`config.mk`:
```
export PLATFORM = sky130hd
export DESIGN_NAME = regread_arbiter
export DESIGN_NICKNAME = d
export VERILOG_FILES = /design/src/rtl/regfile_pkg.sv /design/src/rtl/rr_picker.sv /design/src/rtl/regread_arbiter.sv
export SDC_FILE = /design/constraint.sdc
export NUM_CORES = 1
export LEC_CHECK = 0
export BUFFER_PORTS_ARGS = -buffer_cell sky130_fd_sc_hd__buf_2
export CAP_MARGIN = 15
export CORE_MARGIN = 2
export CORE_UTILIZATION = 50
export CTS_BUF_LIST = sky130_fd_sc_hd__clkbuf_2
export DETAILED_ROUTE_END_ITERATION = 8
export GPL_TIMING_DRIVEN = 1
export PLACE_DENSITY_LB_ADDON = 0.1
export SYNTH_ARGS = -nofsm -noshare
export SYNTH_HDL_FRONTEND = slang
export SYNTH_SLANG_ARGS = --single-unit
export TNS_END_PERCENT = 1
```
`constraint.sdc`:
```
create_clock -name clk -period 4.16 [get_ports clk]
set_clock_uncertainty 0.15 [all_clocks]
set_input_delay 0.832 -clock clk [delete_from_list [all_inputs] [get_ports clk]]
set_output_delay 0.832 -clock clk [all_outputs]
set_load 0.005 [all_outputs]
```
`src/rtl/regfile_pkg.sv`:
```
// Shared sizes and index types for register-file port arbitration.
// Pure declarations; no logic, no latency, no flow control.
package regfile_pkg;
  localparam int NREQ   = 4;
  localparam int ADDR_W = 5;
  localparam int DATA_W = 32;

  typedef logic [1:0] req_idx_t;
  typedef logic [4:0] reg_addr_t;
endpackage

```
`src/rtl/rr_picker.sv`:
```
// Combinational rotating-priority picker: scans from ptr_i upward, first request wins.
// Zero latency; no flow control, caller decides when a grant is consumed.
module rr_picker
  import regfile_pkg::*;
(
  input  logic [3:0] req_i,
  input  req_idx_t   ptr_i,
  output logic [3:0] gnt_o,
  output req_idx_t   idx_o,
  output logic       any_o
);

  req_idx_t cand;

  always_comb begin
    gnt_o = '0;
    idx_o = ptr_i;
    any_o = 1'b0;
    cand  = ptr_i;
    for (int k = 0; k < 4; k++) begin
      cand = ptr_i + 2'(k);
      if (!any_o && req_i[cand]) begin
        gnt_o[cand] = 1'b1;
        idx_o       = cand;
        any_o       = 1'b1;
      end
    end
  end

endmodule

```
`src/rtl/regread_arbiter.sv`:
```
// Shares one register-file read port among four requesters round-robin; grant to data is 2 cycles.
// No stall path: one read per cycle, consumers must take rvalid when it fires.
module regread_arbiter #(
  parameter int NREQ   = regfile_pkg::NREQ,
  parameter int ADDR_W = regfile_pkg::ADDR_W,
  parameter int DATA_W = regfile_pkg::DATA_W
) (
  input  logic                   clk,
  input  logic                   reset,
  input  logic [NREQ-1:0]        req,
  input  logic [NREQ*ADDR_W-1:0] addr,
  output logic [NREQ-1:0]        gnt,
  output logic [ADDR_W-1:0]      Select,
  input  logic [DATA_W-1:0]      MuxOut,
  output logic [DATA_W-1:0]      rdata,
  output logic [NREQ-1:0]        rvalid
);
  import regfile_pkg::*;

  req_idx_t            ptr_q, ptr_d;
  req_idx_t            owner_q, owner_d;
  logic                pend_q, pend_d;
  logic [ADDR_W-1:0]   select_q, select_d;
  logic [DATA_W-1:0]   rdata_q, rdata_d;
  logic [NREQ-1:0]     rvalid_q, rvalid_d;

  logic [NREQ-1:0]     pick_gnt;
  req_idx_t            win_idx;
  logic                pick_any;
  logic                grant_fire;

  rr_picker u_picker (
    .req_i (req),
    .ptr_i (ptr_q),
    .gnt_o (pick_gnt),
    .idx_o (win_idx),
    .any_o (pick_any)
  );

  // Grants are suppressed while reset is high so nothing is transferred then.
  assign grant_fire = pick_any & ~reset;
  assign gnt        = pick_gnt & {NREQ{~reset}};

  always_comb begin
    ptr_d    = ptr_q;
    owner_d  = owner_q;
    select_d = select_q;
    pend_d   = 1'b0;
    if (grant_fire) begin
      select_d = addr[win_idx*ADDR_W +: ADDR_W];
      owner_d  = win_idx;
      pend_d   = 1'b1;
      ptr_d    = win_idx + 2'd1;
    end
  end

  // Stage 2: capture the mux output for the read issued last cycle.
  always_comb begin
    rdata_d  = rdata_q;
    rvalid_d = '0;
    if (pend_q) begin
      rdata_d           = MuxOut;
      rvalid_d[owner_q] = 1'b1;
    end
  end

  always_ff @(posedge clk) begin
    if (reset) begin
      ptr_q    <= '0;
      owner_q  <= '0;
      pend_q   <= 1'b0;
      select_q <= '0;
      rdata_q  <= '0;
      rvalid_q <= '0;
    end else begin
      ptr_q    <= ptr_d;
      owner_q  <= owner_d;
      pend_q   <= pend_d;
      select_q <= select_d;
      rdata_q  <= rdata_d;
      rvalid_q <= rvalid_d;
    end
  end

  assign Select = select_q;
  assign rdata  = rdata_q;
  assign rvalid = rvalid_q;

endmodule

```
# ---- Word level (Yosys, flattened, before mapping)
# Index checks and enable logic that the tools add are counted.
dict set report totals {
  reg_bits 46
  output_inout_bits 45
  inputBits 58
}
dict set report op_classes {
  n_mul 1
  mux 30
  n_lt_le_gt_ge 10
  shifts 1
  add_sub_neg 4
  reduce_logical 12
  bitwise_logic 7
}
# cell n
set ops {}
lappend ops {{$shiftx A20 B6 Y5} 1}
lappend ops {{$mux W4} 4}
lappend ops {{$lt A2 B3 Y1 const B} 5}
lappend ops {{$mux W1} 14}
lappend ops {{$or A4 B4 Y4} 3}
lappend ops {{$demux W1 S2} 5}
lappend ops {{$ge A2 B1 Y1 const B} 5}
lappend ops {{$bmux W1 S2} 4}
lappend ops {{$logic_and A1 B1 Y1} 8}
lappend ops {{$mux W2} 3}
lappend ops {{$mul A2 B3 Y5 const B} 1}
lappend ops {{$add A2 B1 Y2 const B} 2}
lappend ops {{$add A2 B2 Y2 const B} 2}
lappend ops {{$and A4 B4 Y4} 1}
lappend ops {{$logic_not A1 Y1} 3}
lappend ops {{$not A1 Y1} 2}
lappend ops {{$reduce_or A2 Y1} 1}
lappend ops {{$and A1 B1 Y1} 1}

# ---- Depth between registers and ports, before layout
# Gate-level depths: netlist of run 1.
dict set report depth {
  depth_word 14
  depth_mapped 12
}

# ---- Modules after synthesis
# From an unflattened synthesis of run 1, not the netlist that was laid out.
dict set report hier_totals {
  cells_unflattened 218
  hier_area_um2 2225.9
}
# mod seq_area_each_um2 area_each_um2 cells_per_inst instances
set modules_own_cells {}
lappend modules_own_cells {regread_arbiter 920.9 1799.2 163 1}
lappend modules_own_cells {rr_picker 0.0 426.7 55 1}

# ---- Worst setup path after synthesis of run 1
# Ideal clock, no wire load.
dict set report synth_timing {
  path_type {register to output}
  start {register ptr_q[0]}
  end {output port gnt[0]}
  path_slack_ps 435
  stages_incl_launch_ff 11
  path_buffers 4
  arrival_time_ps 2743
  required_time_ps 3178
  path_cell_list {dfxtp_1 > buf_6 > clkbuf_1 > inv_1 > ha_1 > mux4_2 > buf_2 > buf_2 > nor4b_2 > a221oi_1 > nor2_1}
}
dict set report synth_between {
  elab_chain_len 13
  word_cells_on_any_way 48
  classes_between {3 x add/sub; 8 x order compare; 23 x mux; 4 x bitwise; 10 x reduce/logical}
}
# element line
set synth_rtl {}
lappend synth_rtl {{start: declaration} regread_arbiter.sv:20} ;# req_idx_t ptr_q, ptr_d;
lappend synth_rtl {{start signal: assignment} regread_arbiter.sv:76} ;# ptr_q <= ptr_d;
lappend synth_rtl {{branches (longest 11 deep; another with $lt A2 B3 Y1)} n/a}
lappend synth_rtl {{$mux W4 (*)} rr_picker.sv:22} ;# if (!any_o && req_i[cand]) begin
lappend synth_rtl {{$and A4 B4 Y4 (*)} regread_arbiter.sv:42} ;# assign gnt = pick_gnt & {NREQ{~reset}};
lappend synth_rtl {{end: declaration} regread_arbiter.sv:12} ;# output logic [NREQ-1:0] gnt,
# Mark *: on every way between the ends. The select of a mux whose other input is x is not followed.

# ---- Final worst setup path of run 1
dict set report layout_timing {
  start {register ptr_q[0]}
  end {output port gnt[1]}
}
# Same word-level chain as after synthesis.

==> flow_metrics.tcl, run 1 <==
set metrics [dict create \
    tns_ns 0 \
    ir_worst_vdd_mv 0.291 \
    numCtsBuffers 5 \
    synth.area.top_cells "dfxtp_1 (35%), mux2i_1 (15%), nor2_1 (6.2%)" \
    synth-edff-count 0 \
    cts_tree "yes" \
    instances_no_fill 435 \
    worstPathRequired_ns 3.18 \
    mostFrequentLayoutCells "buf_2 (102), dfxtp_1 (44), nor2_1 (43)" \
    finalHoldViolations 0 \
    ys_ff_latch 46 \
    port_buffers 102 \
    synth_top_area_cell "dfxtp_1" \
    crit_arrival_ns 2.77 \
    cap_violations 0 \
    worstSetupEndpointType "output pin" \
    grt_pass1_wl_um 9640 \
    holdWs_ns 0.349 \
    status "completed" \
    timing.final.max_slew_violations 0 \
    gp_congestion 0.818 \
    worstPathMaxFanout 12 \
    antenna_found_initial 0 \
    async_reset_ff_share_pct 0 \
    place_ws_ns 0.685 \
    avgSynthCellArea_um2 9.72 \
    grt_pass1_vias 2118 \
    final_common_cell "buf_2" \
    cellLeakagePower_uw 0.00150 \
    first_pass_iters 4 \
    multi_input_area_mm2 0.00159 \
    final_nets 430 \
    dp_hpwl_um 4080 \
    grt-ovfl-total 0 \
    netSwitchingFraction_pct 42.2 \
    die_w_um 76.3 \
    root_buffer "clkbuf_2" \
    diodes 0 \
    wl_per_cell_um 13.0 \
    path_class "flop to output pin" \
    finalCritPeriodShare_pct 90.2 \
    hp-class "flop to flop" \
    ctsResizeCount 0 \
    die_area_mm2 0.00582 \
    netlist_area_mm2 0.00262 \
    cts_setup_buffers 0 \
    clkPwrFrac_pct 9.5 \
    vias_per_cell 5.26 \
    power.share.combinational_pct 58.5 \
    ys_seq_area_share_pct 35.2 \
    max_slew_margin_pct 35.6 \
    seqPwrFrac_pct 32.0 \
    syn_inst 269 \
    start_util_pct 51.5 \
    setup_viol 0 \
    clk_pin_slew_ns 0.21 \
    layout_min_cycle_time_ns 3.75 \
    fmax_ghz 0.267 \
    h-tree-depth 2 \
    ctsLongestPathBuffers 2 \
    syn_nets 335 \
    postCtsHoldBufs 0 \
    synth_ff_type "dfxtp_1" \
    clk_latency_ns 0.40 \
    num_vias 2288 \
    yosys.area.top_type_share_pct 35.2 \
    track_usage_pct 20.0 \
    yosysWarnings 0 \
    rows 26 \
    drc_errors 0 \
    yosysUniqueCellTypes 44 \
    power.density_mw_per_mm2 588 \
    rsz0062_at_grt "no" \
    synthToLayoutAreaGrowth_pct 21.7 \
    dp.cells 427 \
    p_int_uw 1080 \
    drtAntennaViolNets 0 \
    ios 103 \
    finalWorstSetupSlack_ns 0.410 \
    core_area_mm2 0.00507 \
    tightestPinTransition_ns 0.966 \
    worstSetupStartpointType "flop" \
    grt_max_degree 49 \
    die_h_um 76.3 \
    cts.sinks 46 \
    p_sw_uw 790 \
    drive_gt1_share_pct 37.5 \
    fillCellCount 464 \
    wirelength_um 5670 \
    drt_iter0_markers 108 \
    seq_area_um2 923 \
]
area by class of cell:
cell class / instances / area share, %
multi-input cells: 203 / 49.8
flip-flops and latches: 46 / 29.0
repair buffers: 106 / 17.0
well taps: 70 / 2.75
clock buffers: 6 / 0.943
clock inverters: 2 / 0.275
inverters: 2 / 0.236
cell families after synthesis:
group / after synthesis / synth area share (%)
muxes: 43 / 18.4
adders and majority gates: 8 / 3.83
xor gates and xnor gates: 1 / 0.622
DFF: 46 / 35.2
and+or+nand+nor: 111 / 23.4
AOI/OAI and AO/OA: 40 / 14.3
buffers and inverters: 20 / 4.26
final timing paths:
kind	startpoint	end	slack, ns	cells past startpoint
worst min-delay path	owner_q[0]	rvalid[1]	0.35	2
worst min register to register	owner_q[0]	rvalid[1]	0.35	2
worst max-delay path	ptr_q[0]	gnt[1]	0.41	10
worst max register to register	ptr_q[0]	Select[1]	1.03	9
power by group through the flow:
stage	clock (uW)	sequential [uW]	combinational (uW)
finish	177	598	1090
global route	200	612	1210
CTS	183	598	1090
detailed placement	0	606	1090
global placement	0	604	1080
floorplan	0	576	894
cells in the mapped netlist (all sizes together), types with 5 or more instances:
cell type	number
a221oi	5
clkbuf	7
dfxtp	46
a22oi	7
nand2b	15
a211oi	6
nor3b	13
ha	8
buf	11
nor2	46
nor2b	8
nand2	15
mux2i	39
worst max-delay path, stage by stage, from the launching register on:
cell and delay [ns]:
dfxtp_1 0.39, buf_4 0.21, inv_1 0.17, ha_1 0.43
mux4_2 0.42, nor2b_2 0.28, a22oi_1 0.10, nor2_1 0.10
a221oi_1 0.05, nor2_1 0.10, buf_2 0.12
metrics by stage:
step	total power, uW	cell area [um2]	utilization (%)
floorplan	1470	2620	-
global placement	1680	3140	61.9
detailed placement	1700	3140	61.9
CTS	1880	3180	62.6
global route	2020	3180	62.7
finish	1870	3180	62.7
sequential cells by signal, summed over array words and instances (netlist names):
register  count
rdata        32
Select        5
rvalid        4
owner_q       2
ptr_q         2
pend_q        1
metal layers:
layer,part of all wire [%],track usage (%),routed length [um],vias to the layer above
li1,-,-,-,1155
met1,49,26.6,2800,1056
met2,45,33.0,2550,72
met3,4.7,3.91,266,5
met4,0.95,6.00,54,0
met5,0,0,0,-
Note: power is estimated with default switching activity, not from simulation.
==> run 2, diff against run 1 <==
--- a/config.mk
+++ b/config.mk
@@ -7,9 +7,10 @@
 export LEC_CHECK = 0
 export BUFFER_PORTS_ARGS = -buffer_cell sky130_fd_sc_hd__buf_2
 export CAP_MARGIN = 15
+export CORE_ASPECT_RATIO = 1.1
 export CORE_MARGIN = 2
-export CORE_UTILIZATION = 50
-export CTS_BUF_LIST = sky130_fd_sc_hd__clkbuf_2
+export CORE_UTILIZATION = 49
+export CTS_BUF_LIST = sky130_fd_sc_hd__clkbuf_16
 export DETAILED_ROUTE_END_ITERATION = 8
 export GPL_TIMING_DRIVEN = 1
 export PLACE_DENSITY_LB_ADDON = 0.1
==> run 2 against run 1 <==
  * Clock-buffer cell count down 1
  * Register-to-register slack worse by 0.04 ns
  * Critical path depth down 1
  * Critical endpoint is now gnt[3]
  * Fmax down 0.63%
  * Clock power up 110%
  * Non-clock buffer count down 1
  * Largest cell class unchanged
  * Hold slack worse by 0.032 ns
  * First-iteration DRC count down 35%
  * Total power up 9.5%
  * Global-route usage down 0.71 points
  * Die area up 1.9%
  * Worst setup slack worse by 0.024 ns
==> flow_metrics.tcl, run 2 (synthesized netlist as in run 1, its figures left out) <==
set metrics [dict create \
    dp_hpwl_um 4140 \
    die_area_mm2 0.00594 \
    postCtsHoldBufs 0 \
    diodes 0 \
    synthToLayoutAreaGrowth_pct 24.4 \
    final_util_pct 64.2 \
    met1_usage_pct 23.1 \
    grt_max_degree 49 \
    crit_arrival_ns 2.79 \
    status "completed" \
    cellLeakagePower_uw 0.00154 \
    start_util_pct 51.6 \
    ir_worst_vdd_mv 0.425 \
    grt-ovfl-total 0 \
    final_nets 429 \
    worstPathRequired_ns 3.18 \
    tightestPinTransition_ns 0.971 \
    root_buffer "clkbuf_16" \
    timing.final.max_slew_violations 0 \
    wl_per_cell_um 13.2 \
    grt.busiest_layer "met2" \
    worstSetupStartpointType "flop" \
    rsz0062_at_grt "no" \
    numCtsBuffers 5 \
    cts.sinks 46 \
    clk_latency_ns 0.28 \
    port_buffers 102 \
    ios 103 \
    drtAntennaViolNets 0 \
    grt_pass1_wl_um 9180 \
    grt_pass1_vias 2065 \
    worstPathMaxFanout 12 \
    grtUsageMet2_pct 34.6 \
    setup_viol 0 \
    drive_gt1_share_pct 36.9 \
    core_area_mm2 0.00507 \
    cpMostUsedCell "nor2_1" \
    vias_per_cell 5.35 \
    fmax_ghz 0.265 \
    rows 27 \
    ctsLongestPathBuffers 2 \
    num_vias 2252 \
    mostFrequentLayoutCells "buf_2 (102), dfxtp_1 (45), nor2_1 (43)" \
    max_slew_margin_pct 35.3 \
    worstSetupEndpointType "output pin" \
    critPathMaxStageDelay_ns 0.58 \
    cap_violations 0 \
    cp_cell_sequence "inv_1 -> ha_1 -> mux4_2 -> nor2b_1 -> a22oi_1 -> nor2_1 -> a221oi_1 -> nor2_1 -> buf_2" \
    first_pass_iters 6 \
    antenna_found_initial 0 \
    drc_errors 0 \
    fillCellCount 450 \
    drt_iter0_markers 70 \
    largest_reg_flops 32 \
    clk_pin_slew_ns 0.06 \
    crit_slowest_cell "dfxtp_1" \
    wirelength_um 5550 \
    seq_area_um2 922 \
    final_common_cell "buf_2" \
    gp_congestion 0.765 \
    h-tree-depth 2 \
    die_w_um 73.7 \
    layout_min_cycle_time_ns 3.77 \
    hp-class "flop to flop" \
    multi_input_area_mm2 0.00158 \
    die_h_um 80.6 \
    tns_ns 0 \
    cts_tree "yes" \
    cts_setup_buffers 0 \
    power.density_mw_per_mm2 629 \
    grt.met3_usage_pct 4.02 \
    track_usage_pct 19.3 \
    path_class "flop to output pin" \
    finalHoldViolations 0 \
    finalCritPeriodShare_pct 90.7 \
    ctsResizeCount 0 \
]
==> run 2: final timing paths <==
path         slack, ns         to  startpoint  depth (start not counted)
max               0.39     gnt[3]    ptr_q[1]                          9
min               0.32  rvalid[1]  owner_q[1]                          1
max reg2reg       0.99  Select[3]    ptr_q[1]                          8
min reg2reg       0.32  rvalid[1]  owner_q[1]                          1
==> run 2: power breakdown <==
group | internal [uW] | switching [uW] | total (uW)
Combinational | 513 | 572 | 1090
Sequential | 518 | 76.3 | 594
Clock | 217 | 152 | 368
Total | 1250 | 800 | 2050
==> run 2: final cells by class <==
class / instances / area share (%)
clock buffer: 5 / 3.85
clock inverter: 2 / 0.308
inverter: 2 / 0.231
multi-input combinational: 203 / 48.7
sequential: 46 / 28.3
tap: 58 / 2.23
timing repair buffer: 105 / 16.4
==> run 2: per-stage QoR <==
step / cell area (um2) / worst slack, ns / total power (uW) / instances / hold WS, ns
2_1_floorplan: 2620 / 0.435 / 1470 / 269 / 0.283
3_3_place_gp: 3120 / 0.766 / 1670 / 414 / 0.308
3_5_place_dp: 3120 / 0.692 / 1700 / 414 / 0.305
4_1_cts: 3250 / 0.372 / 2070 / 421 / 0.318
5_1_grt: 3250 / 0.0765 / 2210 / 421 / 0.329
6_report: 3250 / 0.386 / 2050 / 421 / 0.316
==> run 2: layer usage <==
layer  vias to the layer above  wire length [um]  part of all wire (%)
met3                         2               309                   5.6
met2                        68              2760                    50
met4                         0                33                  0.59
met1                      1034              2450                    44
met5                         -                 0                     0
li1                       1148                 -                     -
==> run 2: critical path: cells and delay by family, from the launching register on <==
kind | cells | cell delay, ns
DFF | 1 | 0.58
adders and majority gates | 1 | 0.41
and+or+nand+nor | 3 | 0.62
AOI/OAI and AO/OA | 2 | 0.18
muxes | 1 | 0.40
buffers and inverters | 2 | 0.31
==> run 3, diff against run 2 <==
--- a/config.mk
+++ b/config.mk
@@ -7,13 +7,15 @@
 export LEC_CHECK = 0
 export BUFFER_PORTS_ARGS = -buffer_cell sky130_fd_sc_hd__buf_2
 export CAP_MARGIN = 15
-export CORE_ASPECT_RATIO = 1.1
+export CORE_ASPECT_RATIO = 0.75
 export CORE_MARGIN = 2
 export CORE_UTILIZATION = 49
 export CTS_BUF_LIST = sky130_fd_sc_hd__clkbuf_16
+export CTS_CLUSTER_DIAMETER = 200
 export DETAILED_ROUTE_END_ITERATION = 8
 export GPL_TIMING_DRIVEN = 1
 export PLACE_DENSITY_LB_ADDON = 0.1
+export RECOVER_POWER = 50
 export SYNTH_ARGS = -nofsm -noshare
 export SYNTH_HDL_FRONTEND = slang
 export SYNTH_SLANG_ARGS = --single-unit
==> run 3 against run 2 <==
  * Sequential power about the same
  * Largest cell class unchanged
  * Via count up 0.75%
  * Core utilization up 1.6 points
  * First-iteration DRC count up 2.9%
  * Die area about the same
  * The run now ends with capacitance limit, slew limit left
  * Largest power group unchanged
  * Wire length up 6.8%
  * Worst setup slack worse by 0.12 ns
  * Total power up 4.4%
  * Cell count up 3.8%
  * Highest routed layer unchanged
==> flow_metrics.tcl, run 3 (synthesized netlist as in run 1, its figures left out) <==
set metrics [dict create \
    status "finished with violations" \
    violations "capacitance limit, slew limit" \
    finalCritPeriodShare_pct 93.5 \
    clkPwrFrac_pct 20.1 \
    tns_ns 0 \
    clk_latency_ns 0.27 \
    fmax_ghz 0.257 \
    dr_wl_met3_um 476 \
    wl_per_cell_um 13.6 \
    grt_pass1_vias 2005 \
    first_pass_iters 6 \
    gp_congestion 0.868 \
    layout_min_cycle_time_ns 3.89 \
    largest_reg_flops 32 \
    numCtsBuffers 5 \
    track_usage_pct 20.2 \
    vias_per_cell 5.19 \
    p_int_uw 1320 \
    wirelength_met1_um 2870 \
    drc_errors 0 \
    rr_startpoint "ptr_q[1]" \
    path_class "flop to output pin" \
    rsz0062_at_grt "no" \
    cts.sinks 46 \
    hold_path.startpoint "owner_q[1]" \
    drt_iter0_markers 72 \
    hold_end "rvalid[1]" \
    max_slew_margin_pct -20.6 \
    drive_gt1_share_pct 34.2 \
    die_h_um 67.3 \
    dp_hpwl_um 4300 \
    ios 103 \
    worstPathMaxFanout 12 \
    postCtsHoldBufs 0 \
    rows 22 \
    core_area_mm2 0.00501 \
    timing.final.max_slew_violations 34 \
    synthToLayoutAreaGrowth_pct 26.0 \
    cellLeakagePower_uw 0.00153 \
    worstSetupStartpointType "flop" \
    worstHoldPathCells 1 \
    antenna_found_initial 0 \
    start_util_pct 52.2 \
    ctsResizeCount 0 \
    finalHoldViolations 0 \
    clk_pin_slew_ns 0.06 \
    wirelength_um 5930 \
    cts_tree "yes" \
    seqPwrFrac_pct 27.9 \
    tightestPinTransition_ns 1.81 \
    mostFrequentLayoutCells "buf_2 (94), dfxtp_1 (46), nor2_1 (43)" \
    grt-ovfl-total 0 \
    die_area_mm2 0.00594 \
    power.density_mw_per_mm2 649 \
    drtAntennaViolNets 0 \
    r2r_slack_ns 1.00 \
    die_w_um 88.4 \
    diodes 0 \
    grt_max_degree 49 \
    r2r_cells 8 \
    cap_violations 1 \
    top_layer "met4" \
    crit_arrival_ns 2.91 \
    p_sw_uw 819 \
    wl_met2_um 2570 \
    ir_worst_vdd_mv 0.292 \
    grt_pass1_wl_um 9520 \
    instances_no_fill 437 \
    final_common_cell "buf_2" \
    fillCellCount 443 \
    cts_setup_buffers 0 \
    power.total_uw 2140 \
    hp-class "flop to flop" \
    h-tree-depth 2 \
    setup_viol 0 \
    worstSetupEndpointType "output pin" \
    dp.cells 429 \
    num_vias 2269 \
    ctsLongestPathBuffers 2 \
    final_nets 430 \
    power.share.combinational_pct 52.0 \
    worstPathRequired_ns 3.18 \
    netSwitchingFraction_pct 38.3 \
    port_buffers 102 \
    root_buffer "clkbuf_16" \
    r2r_end "Select[3]" \
]
==> run 3: cell count changes in the layout (fill, tap and decap cells not counted), sizes merged <==
cell / previous run / this run
inv: 2 / 4
clkinv: 2 / 0
clkbuf: 5 / 13
buf: 105 / 98
bufinv: 0 / 1
==> run 3: cell type report <==
class                   count  area, um2  area share, %
inverters                   2       7.51          0.228
well taps                  72       90.1           2.73
multi-input cells         203       1580           48.0
clock buffers               5        125           3.80
flip-flops and latches     46        921           28.0
repair buffers            106        531           16.1
clock inverters             3       37.5           1.14
==> run 3: metal layers <==
metal / track usage, % / vias up
met2: 31.7 / 81
met3: 5.01 / 2
met5: 0 / -
li1: - / 1154
met4: 2.27 / 0
met1: 29.1 / 1032
==> run 3: worst max-delay path by stage <==
stage	startpoint	endpoint	slack, ns	cells after the start
2_1_floorplan	ptr_q[0]	gnt[0]	0.43	10
3_3_place_gp	ptr_q[1]	gnt[1]	0.71	9
3_5_place_dp	ptr_q[1]	gnt[2]	0.60	9
4_1_cts	ptr_q[1]	gnt[2]	0.29	9
5_1_grt	ptr_q[1]	gnt[2]	0.01	9
6_report	ptr_q[1]	gnt[3]	0.27	9
==> run 3: power by group through the flow <==
stage | sequential, uW | combinational (uW) | clock (uW)
after floorplan | 576 | 894 | 0
final | 595 | 1110 | 430
after detailed placement | 604 | 1100 | 0
after global routing | 609 | 1220 | 457
after global placement | 603 | 1090 | 0
after CTS | 597 | 1110 | 439
==> run 3: critical path, cell delays in order, from the launching register on <==
cell	delay [ns]
dfxtp_1	0.58
inv_1	0.19
ha_1	0.43
mux4_2	0.45
nor2b_1	0.44
a22oi_1	0.13
nor2_1	0.11
a221oi_1	0.06
nor2_1	0.11
buf_2	0.13
==> run 3: through the flow <==
stage / area (um2) / hold slack [ns] / worst slack (ns) / util, %
after global routing: 3290 / 0.347 / 0.0131 / 65.8
after detailed placement: 3140 / 0.304 / 0.600 / 62.7
after global placement: 3140 / 0.308 / 0.715 / 62.7
final: 3290 / 0.329 / 0.271 / 65.8
after floorplan: 2620 / 0.283 / 0.435 / -
after CTS: 3310 / 0.327 / 0.291 / 66.0
